## src/rtl/hmc_rsp_pkg.sv

```systemverilog
// Shared types and constants for the HMC response collector.
// Holds the FSM state encoding and the saturating counter helper.
package hmc_rsp_pkg;

    typedef enum logic [1:0] {
        ST_IDLE    = 2'd0,
        ST_COLLECT = 2'd1,
        ST_DRAIN   = 2'd2
    } state_e;

    localparam int              NUM_TAGS_DEF = 32;
    localparam int              CNT_W        = 16;
    localparam logic [CNT_W-1:0] CNT_MAX     = 16'hFFFF;

    function automatic logic [CNT_W-1:0] sat_inc(input logic [CNT_W-1:0] v);
        return (v == CNT_MAX) ? v : v + CNT_W'(1);
    endfunction

endpackage

```

## src/rtl/hmc_rsp_collector_if.sv

```systemverilog
// Batch control, HMC rx response and drain stream signals of the collector.
// Drain handshake: a beat transfers on a rising clk edge where out_valid && out_ready; while out_valid && !out_ready, out_data/out_idx/out_last hold stable.
interface hmc_rsp_collector_if
    import hmc_rsp_pkg::*;
#(
    parameter int TAG_WIDTH  = 6,
    parameter int DATA_WIDTH = 128,
    parameter int NUM_TAGS   = NUM_TAGS_DEF
);
    localparam int LEN_W = $clog2(NUM_TAGS) + 1;
    localparam int IDX_W = $clog2(NUM_TAGS);

    logic                  batch_start;
    logic [LEN_W-1:0]      batch_len;
    logic [DATA_WIDTH-1:0] rd_data;
    logic [TAG_WIDTH-1:0]  rd_data_tag;
    logic                  rd_data_valid;
    logic [6:0]            errstat;
    logic                  dinv;
    logic                  out_valid;
    logic                  out_ready;
    logic [DATA_WIDTH-1:0] out_data;
    logic [IDX_W-1:0]      out_idx;
    logic                  out_last;
    logic                  batch_done;
    logic                  busy;
    logic                  tag_err;
    logic [CNT_W-1:0]      errstat_count;
    logic [CNT_W-1:0]      dinv_count;
    logic [6:0]            errstat_last;

    modport master (
        output batch_start, batch_len, rd_data, rd_data_tag, rd_data_valid,
               errstat, dinv, out_ready,
        input  out_valid, out_data, out_idx, out_last, batch_done, busy,
               tag_err, errstat_count, dinv_count, errstat_last
    );

    modport slave (
        input  batch_start, batch_len, rd_data, rd_data_tag, rd_data_valid,
               errstat, dinv, out_ready,
        output out_valid, out_data, out_idx, out_last, batch_done, busy,
               tag_err, errstat_count, dinv_count, errstat_last
    );

endinterface

```

## src/rtl/hmc_rsp_store.sv

```systemverilog
// Batch payload buffer: one synchronous write port, one asynchronous read port.
module hmc_rsp_store #(
    parameter int DATA_WIDTH = 128,
    parameter int NUM_TAGS   = 32
) (
    input  logic                        clk_i,
    input  logic                        we_i,
    input  logic [$clog2(NUM_TAGS)-1:0] waddr_i,
    input  logic [DATA_WIDTH-1:0]       wdata_i,
    input  logic [$clog2(NUM_TAGS)-1:0] raddr_i,
    output logic [DATA_WIDTH-1:0]       rdata_o
);

    logic [DATA_WIDTH-1:0] mem_q [NUM_TAGS];

    always_ff @(posedge clk_i) begin
        if (we_i) begin
            mem_q[waddr_i] <= wdata_i;
        end
    end

    assign rdata_o = mem_q[raddr_i];

endmodule

```

## src/rtl/hmc_rsp_collector.sv

```systemverilog
// Gathers one batch of out-of-order HMC read responses by tag and drains it
// in tag order; also tracks error-status and data-invalid responses.
module hmc_rsp_collector
    import hmc_rsp_pkg::*;
#(
    parameter int TAG_WIDTH  = 6,
    parameter int DATA_WIDTH = 128,
    parameter int NUM_TAGS   = NUM_TAGS_DEF
) (
    input  logic                 rx_clk,
    input  logic                 rst,
    hmc_rsp_collector_if.slave   bus,
    output state_e               state_o
);

    localparam int IDX_W = $clog2(NUM_TAGS);
    localparam int LEN_W = IDX_W + 1;
    localparam int CMP_W = (TAG_WIDTH > LEN_W) ? TAG_WIDTH : LEN_W;

    state_e                state_q, state_d;
    logic [LEN_W-1:0]      len_q, len_d;
    logic [LEN_W-1:0]      rcv_cnt_q, rcv_cnt_d;
    logic [NUM_TAGS-1:0]   vbits_q, vbits_d;
    logic [IDX_W-1:0]      idx_q, idx_d;
    logic                  done_q, done_d;
    logic                  tag_err_q, tag_err_d;
    logic [CNT_W-1:0]      errcnt_q, errcnt_d;
    logic [CNT_W-1:0]      dinvcnt_q, dinvcnt_d;
    logic [6:0]            errlast_q, errlast_d;

    logic [IDX_W-1:0]      slot;
    logic                  tag_in_range;
    logic                  wr_en;
    logic                  len_ok;
    logic                  last_beat;
    logic [DATA_WIDTH-1:0] slot_data;

    // Range check is done at full tag width so out-of-range tags never alias a slot.
    assign slot         = bus.rd_data_tag[IDX_W-1:0];
    assign tag_in_range = CMP_W'(bus.rd_data_tag) < CMP_W'(len_q);
    assign wr_en        = (state_q == ST_COLLECT) && bus.rd_data_valid
                          && tag_in_range && !vbits_q[slot];
    assign len_ok       = (bus.batch_len != '0) && (bus.batch_len <= LEN_W'(NUM_TAGS));
    assign last_beat    = LEN_W'(idx_q) == (len_q - LEN_W'(1));

    always_comb begin
        state_d   = state_q;
        len_d     = len_q;
        rcv_cnt_d = rcv_cnt_q;
        vbits_d   = vbits_q;
        idx_d     = idx_q;
        done_d    = 1'b0;
        tag_err_d = tag_err_q;
        errcnt_d  = errcnt_q;
        dinvcnt_d = dinvcnt_q;
        errlast_d = errlast_q;

        case (state_q)
            ST_IDLE: begin
                if (bus.batch_start) begin
                    if (len_ok) begin
                        state_d   = ST_COLLECT;
                        len_d     = bus.batch_len;
                        vbits_d   = '0;
                        rcv_cnt_d = '0;
                    end else begin
                        tag_err_d = 1'b1;
                    end
                end
            end
            ST_COLLECT: begin
                if (wr_en) begin
                    vbits_d[slot] = 1'b1;
                    rcv_cnt_d     = rcv_cnt_q + LEN_W'(1);
                    if (rcv_cnt_d == len_q) begin
                        state_d = ST_DRAIN;
                        idx_d   = '0;
                    end
                end
            end
            ST_DRAIN: begin
                if (bus.out_ready) begin
                    if (last_beat) begin
                        state_d = ST_IDLE;
                        idx_d   = '0;
                        done_d  = 1'b1;
                    end else begin
                        idx_d = idx_q + IDX_W'(1);
                    end
                end
            end
            default: state_d = ST_IDLE;
        endcase

        // Any response that is not stored is a protocol error, whatever the state.
        if (bus.rd_data_valid && !wr_en) begin
            tag_err_d = 1'b1;
        end
        if (bus.rd_data_valid && (bus.errstat != 7'd0)) begin
            errcnt_d  = sat_inc(errcnt_q);
            errlast_d = bus.errstat;
        end
        if (bus.rd_data_valid && bus.dinv) begin
            dinvcnt_d = sat_inc(dinvcnt_q);
        end
    end

    always_ff @(posedge rx_clk) begin
        if (rst) begin
            state_q   <= ST_IDLE;
            len_q     <= '0;
            rcv_cnt_q <= '0;
            vbits_q   <= '0;
            idx_q     <= '0;
            done_q    <= 1'b0;
            tag_err_q <= 1'b0;
            errcnt_q  <= '0;
            dinvcnt_q <= '0;
            errlast_q <= '0;
        end else begin
            state_q   <= state_d;
            len_q     <= len_d;
            rcv_cnt_q <= rcv_cnt_d;
            vbits_q   <= vbits_d;
            idx_q     <= idx_d;
            done_q    <= done_d;
            tag_err_q <= tag_err_d;
            errcnt_q  <= errcnt_d;
            dinvcnt_q <= dinvcnt_d;
            errlast_q <= errlast_d;
        end
    end

    hmc_rsp_store #(
        .DATA_WIDTH (DATA_WIDTH),
        .NUM_TAGS   (NUM_TAGS)
    ) u_store (
        .clk_i   (rx_clk),
        .we_i    (wr_en),
        .waddr_i (slot),
        .wdata_i (bus.rd_data),
        .raddr_i (idx_q),
        .rdata_o (slot_data)
    );

    assign bus.out_valid     = (state_q == ST_DRAIN);
    assign bus.out_data      = bus.out_valid ? slot_data : '0;
    assign bus.out_idx       = idx_q;
    assign bus.out_last      = bus.out_valid && last_beat;
    assign bus.batch_done    = done_q;
    assign bus.busy          = (state_q != ST_IDLE);
    assign bus.tag_err       = tag_err_q;
    assign bus.errstat_count = errcnt_q;
    assign bus.dinv_count    = dinvcnt_q;
    assign bus.errstat_last  = errlast_q;
    assign state_o           = state_q;

endmodule

```

## src/flat_wrapper.sv

```systemverilog
// flat-port wrapper written by rule: the top's interface ports become plain ports
module hmc_rsp_collector_flat import hmc_rsp_pkg::*;
#(
    parameter int TAG_WIDTH  = 6,
    parameter int DATA_WIDTH = 128,
    parameter int NUM_TAGS   = NUM_TAGS_DEF
)
  (rx_clk, rst, state_o, bus_batch_start, bus_batch_len, bus_rd_data, bus_rd_data_tag, bus_rd_data_valid, bus_errstat, bus_dinv, bus_out_ready, bus_out_valid, bus_out_data, bus_out_idx, bus_out_last, bus_batch_done, bus_busy, bus_tag_err, bus_errstat_count, bus_dinv_count, bus_errstat_last);
  hmc_rsp_collector_if #(.TAG_WIDTH(TAG_WIDTH), .DATA_WIDTH(DATA_WIDTH), .NUM_TAGS(NUM_TAGS)) bus_i ();
  input  logic rx_clk;
  input  logic rst;
  output state_e state_o;
  input wire logic [$bits(bus_i.batch_start)-1:0] bus_batch_start;
  input wire logic [$bits(bus_i.batch_len)-1:0] bus_batch_len;
  input wire logic [$bits(bus_i.rd_data)-1:0] bus_rd_data;
  input wire logic [$bits(bus_i.rd_data_tag)-1:0] bus_rd_data_tag;
  input wire logic [$bits(bus_i.rd_data_valid)-1:0] bus_rd_data_valid;
  input wire logic [$bits(bus_i.errstat)-1:0] bus_errstat;
  input wire logic [$bits(bus_i.dinv)-1:0] bus_dinv;
  input wire logic [$bits(bus_i.out_ready)-1:0] bus_out_ready;
  output wire logic [$bits(bus_i.out_valid)-1:0] bus_out_valid;
  output wire logic [$bits(bus_i.out_data)-1:0] bus_out_data;
  output wire logic [$bits(bus_i.out_idx)-1:0] bus_out_idx;
  output wire logic [$bits(bus_i.out_last)-1:0] bus_out_last;
  output wire logic [$bits(bus_i.batch_done)-1:0] bus_batch_done;
  output wire logic [$bits(bus_i.busy)-1:0] bus_busy;
  output wire logic [$bits(bus_i.tag_err)-1:0] bus_tag_err;
  output wire logic [$bits(bus_i.errstat_count)-1:0] bus_errstat_count;
  output wire logic [$bits(bus_i.dinv_count)-1:0] bus_dinv_count;
  output wire logic [$bits(bus_i.errstat_last)-1:0] bus_errstat_last;
  assign bus_i.batch_start = bus_batch_start;
  assign bus_i.batch_len = bus_batch_len;
  assign bus_i.rd_data = bus_rd_data;
  assign bus_i.rd_data_tag = bus_rd_data_tag;
  assign bus_i.rd_data_valid = bus_rd_data_valid;
  assign bus_i.errstat = bus_errstat;
  assign bus_i.dinv = bus_dinv;
  assign bus_i.out_ready = bus_out_ready;
  assign bus_out_valid = bus_i.out_valid;
  assign bus_out_data = bus_i.out_data;
  assign bus_out_idx = bus_i.out_idx;
  assign bus_out_last = bus_i.out_last;
  assign bus_batch_done = bus_i.batch_done;
  assign bus_busy = bus_i.busy;
  assign bus_tag_err = bus_i.tag_err;
  assign bus_errstat_count = bus_i.errstat_count;
  assign bus_dinv_count = bus_i.dinv_count;
  assign bus_errstat_last = bus_i.errstat_last;
  hmc_rsp_collector #(.TAG_WIDTH(TAG_WIDTH), .DATA_WIDTH(DATA_WIDTH), .NUM_TAGS(NUM_TAGS)) u_core (.rx_clk(rx_clk), .rst(rst), .bus(bus_i), .state_o(state_o));
endmodule
```

## config.mk

```make
export PLATFORM = sky130hd
export DESIGN_NAME = hmc_rsp_collector_flat
export DESIGN_NICKNAME = d
export VERILOG_FILES = /design/src/rtl/hmc_rsp_pkg.sv /design/src/rtl/hmc_rsp_collector_if.sv /design/src/rtl/hmc_rsp_store.sv /design/src/rtl/hmc_rsp_collector.sv /design/src/flat_wrapper.sv
export SDC_FILE = /design/constraint.sdc
export NUM_CORES = 2
export LEC_CHECK = 0
export BUFFER_PORTS_ARGS = -buffer_cell sky130_fd_sc_hd__buf_4
export CORE_ASPECT_RATIO = 0.7
export CORE_MARGIN = 2
export CORE_UTILIZATION = 28
export CTS_CLUSTER_DIAMETER = 50
export CTS_CLUSTER_SIZE = 16
export DETAILED_ROUTE_END_ITERATION = 8
export PLACE_DENSITY = 0.5
export SLEW_MARGIN = 20
export SYNTH_ARGS = -nofsm -noshare
export SYNTH_HDL_FRONTEND = slang
export SYNTH_SLANG_ARGS = --single-unit
export TNS_END_PERCENT = 20
```

## constraint.sdc

```tcl
create_clock -name rx_clk -period 17.3 [get_ports rx_clk]
set_input_delay 0.865 -clock rx_clk [delete_from_list [all_inputs] [get_ports rx_clk]]
set_output_delay 0.865 -clock rx_clk [all_outputs]
set_load 0.02 [all_outputs]
```

==> flow_metrics.env <==
export IMPL_outcome="finished clean"
export IMPL_arrival_ns=7.18
export IMPL_crit_top_cell="buf_4"
export IMPL_finalWirelength_um=446000
export IMPL_yosysTopAreaCell="edfxtp_1"
export IMPL_worstMarginPinSlew_ns=1.22
export IMPL_fin_skew_ns=0.0642
export IMPL_cts_buffer_depth=4
export IMPL_clk_pin_slew_worst_paths_ns=0.06
export IMPL_seq_area_frac_synth_pct=78.1
export IMPL_syn_inst=6540
export IMPL_drtIter0Drc=8029
export IMPL_track_usage_pct=15.0
export IMPL_ys_flop_type="edfxtp_1"
export IMPL_place_gp_congestion=0.724
export IMPL_fin_nets=7217
export IMPL_yosysWarnings=0
export IMPL_htree_levels=5
export IMPL_period_minus_slack_ns=8.04
export IMPL_die_area_sq_um=578000
export IMPL_final_area_sq_um=184000
export IMPL_die_y_um=637
export IMPL_grt_antenna_before_repair=66
export IMPL_crit_path_end="bus_out_data[41]"
export IMPL_slew_headroom_pct=16.4
export IMPL_cts_root_buf="clkbuf_16"
export IMPL_crit_path_end_kind="output pin"
export IMPL_initial_core_util_pct=28.1
export IMPL_crit_type="flop to output pin"
export IMPL_crit_slowest_cell="dfxtp_4"
export IMPL_placedInstanceArea_sq_um=172000
export IMPL_clock_sinks=4193
export IMPL_syn_cell_area_sq_um=160000
export IMPL_drt_pass1_iterations=5
export IMPL_hold_path_class="input port to flop"
export IMPL_synthArstFlopShare_pct=0
export IMPL_grt_overflow=0
export IMPL_fp_dieW_um=908
export IMPL_setup_viol=0
export IMPL_grt_max_degree=138
export IMPL_fill_cells=53340
export IMPL_wl_per_cell_um=29.9
export IMPL_synth_edf_count=4096
export IMPL_rows=232
export IMPL_syn_num_nets=6703
export IMPL_grt_pass1_vias=75415
export IMPL_area_delta_synth_final_pct=15.2
export IMPL_ant_nets=0
export IMPL_fin_tns_setup_ns=0
export IMPL_via_per_inst=4.89
export IMPL_synth_area_per_cell_sq_um=24.5
export IMPL_fp_coreArea_sq_um=570000
export IMPL_hold_violations=0
export IMPL_synth_area_leaders="edfxtp_1 77%, mux4_2 18%, dfxtp_1 1.2%"
export IMPL_maxCapViolations=0
export IMPL_start_kind="flop"
export IMPL_io_buffers=331
export IMPL_cp_cell_sequence="buf_12 > buf_4 > buf_6 > buf_4 > mux4_2 > mux4_2 > mux2i_1 > nor2_1 > buf_4"
export IMPL_critPathMaxStageDelay_ns=0.90
export IMPL_io_pins=332
export IMPL_rrSetupSlack_ns=10.74
export IMPL_layout_drive_gt1_share_pct=32.9
export IMPL_fmax_ghz=0.124
export IMPL_maxSlewViolCount=0
export IMPL_irDropWorstVdd_mv=0.0781
export IMPL_drcViolationCount=0
export IMPL_r2r_end="u_core.u_store.mem_q[30][53]"
export IMPL_synth_top_area_share_pct=76.9
export IMPL_dp_hpwl_um=227000
export IMPL_rsz0062_at_grt="no"
export IMPL_cts_tree="yes"
export IMPL_ys_ff_latch=4193
export IMPL_numCtsBuffers=367
export IMPL_powerDensity_nw_per_um2=108
export IMPL_reg2reg_from="u_core.len_q[4]"
export IMPL_clock_latency_ns=1.01
export IMPL_cp_max_fo=78
export IMPL_grt_first_pass_wirelength_um=617000
export IMPL_dp_cells=14287
export IMPL_yosysUniqueCellTypes=65
export IMPL_via_count=73105
export IMPL_hold_ws_ns=0.120
export IMPL_timing_final_crit_share_pct=46.5
export IMPL_reg2reg_depth=11
export IMPL_cp_data_required_time_ns=16.43
export IMPL_leakage_nw=53.8
export IMPL_fin_cells=14936
[per-layer routing]
metal / routed length [um] / track usage, % / vias up
li1: - / - / 29276
met1: 198000 / 21.4 / 40929
met2: 214000 / 24.5 / 2322
met3: 25400 / 2.42 / 556
met4: 8240 / 2.75 / 22
met5: 108 / 0 / -
[power breakdown]
part,switching (mW),internal [mW],total (mW)
sequential,0.00583,11.1,11.1
clock,3.91,4.55,8.47
combinational,0.178,0.0416,0.220
[layout make-up]
type	instances	area, sq um	area share (%)
Multi-Input combinational cell	1969	33600	18.2
Clock buffer	408	9510	5.16
Antenna cell	10	25.0	0.0136
Tap cell	7605	9520	5.16
Clock inverter	228	2580	1.40
Inverter	27	206	0.112
Timing Repair Buffer	496	4020	2.18
Sequential cell	4193	125000	67.8
[placed cells by master, fill, tap and decap left out, drive strengths merged, types with 7 or more instances in the layout]
master    netlist  routed
and2            7       7
clkinvlp        0      33
mux2i         145     145
diode           0      10
o31ai          16      16
mux4         1284    1284
nand4          23      23
xnor2          21      21
nand2          58      58
bufinv          0      35
clkinv          0     103
nor3           23      23
nor2          177     177
or3             9       9
a311oi          7       7
inv            27      84
buf           159     495
o21ai          10      10
dfxtp          97      97
clkbuf        192     408
a21oi          38      38
xor2           17      17
edfxtp       4096    4096
and3           11      11
nand3          36      36
ha             10      10
[flip-flops by register name, indices dropped and copies added (netlist names), named ones only]
name                      cells
u_core.len_q                  6
u_core.bus.out_idx            5
u_core.bus.tag_err            1
u_core.u_store.mem_q       4096
u_core.bus.dinv_count        16
u_core.state_o                2
u_core.bus.errstat_last       7
u_core.bus.batch_done         1
u_core.bus.errstat_count     16
u_core.rcv_cnt_q              6
u_core.vbits_q               32
[cells by family after synthesis]
family	count (synthesis)	share of synthesized area, %
simple gates	383	1.12
flops	4193	78.1
fa+ha+maj	10	0.0782
mux	1430	19.0
xor+xnor	40	0.236
buf+inv	378	1.03
compound gates	106	0.490
[how the worst min path moves through the flow]
| stage | from | end | slack [ns] | depth (start not counted) |
|---|---|---|---|---|
| CTS | bus_batch_len[1] | u_core.len_q[1] | 0.003 | 3 |
| global placement | u_core.bus.errstat_last[1] | u_core.bus.errstat_last[1] | 0.45 | 2 |
| global route | bus_batch_len[3] | u_core.len_q[3] | 0.07 | 3 |
| finish | bus_batch_len[1] | u_core.len_q[1] | 0.12 | 3 |
| floorplan | u_core.vbits_q[13] | u_core.vbits_q[13] | 0.43 | 2 |
| detailed placement | u_core.vbits_q[21] | u_core.vbits_q[21] | 0.45 | 2 |
[through the flow]
step	power, mW	setup slack (ns)	util, %
floorplan	11.4	2.01	-
global placement	11.6	9.77	30.2
detailed placement	11.6	9.72	30.2
CTS	20.0	8.58	32.3
global route	20.4	8.56	32.4
finish	19.8	9.26	32.4
[worst max-delay path: cells and delay by family, from the launching register on]
kind | cells | cell delay [ns]
flip-flops | 1 | 0.90
multiplexers | 3 | 1.84
buffers and inverters | 5 | 3.01
AND/OR/NAND/NOR | 1 | 0.14
[cells in the mapped netlist (27+ instances only)]
cell type / n
buf_1: 33
mux2i_1: 145
nor2_1: 177
nand2_1: 57
edfxtp_1: 4096
dfxtp_1: 97
clkbuf_1: 192
buf_2: 109
a21oi_1: 37
inv_1: 27
mux4_2: 1284
nand3_1: 36
[what timing repair did]
action	4_1_cts	5_1_grt
buffers inserted	0	0
endpoints found under the hold margin	1	0
hold buffers	1	0
resized for setup	0	0
endpoints found under the setup margin	0	0
(Power assumes the default switching activity.)
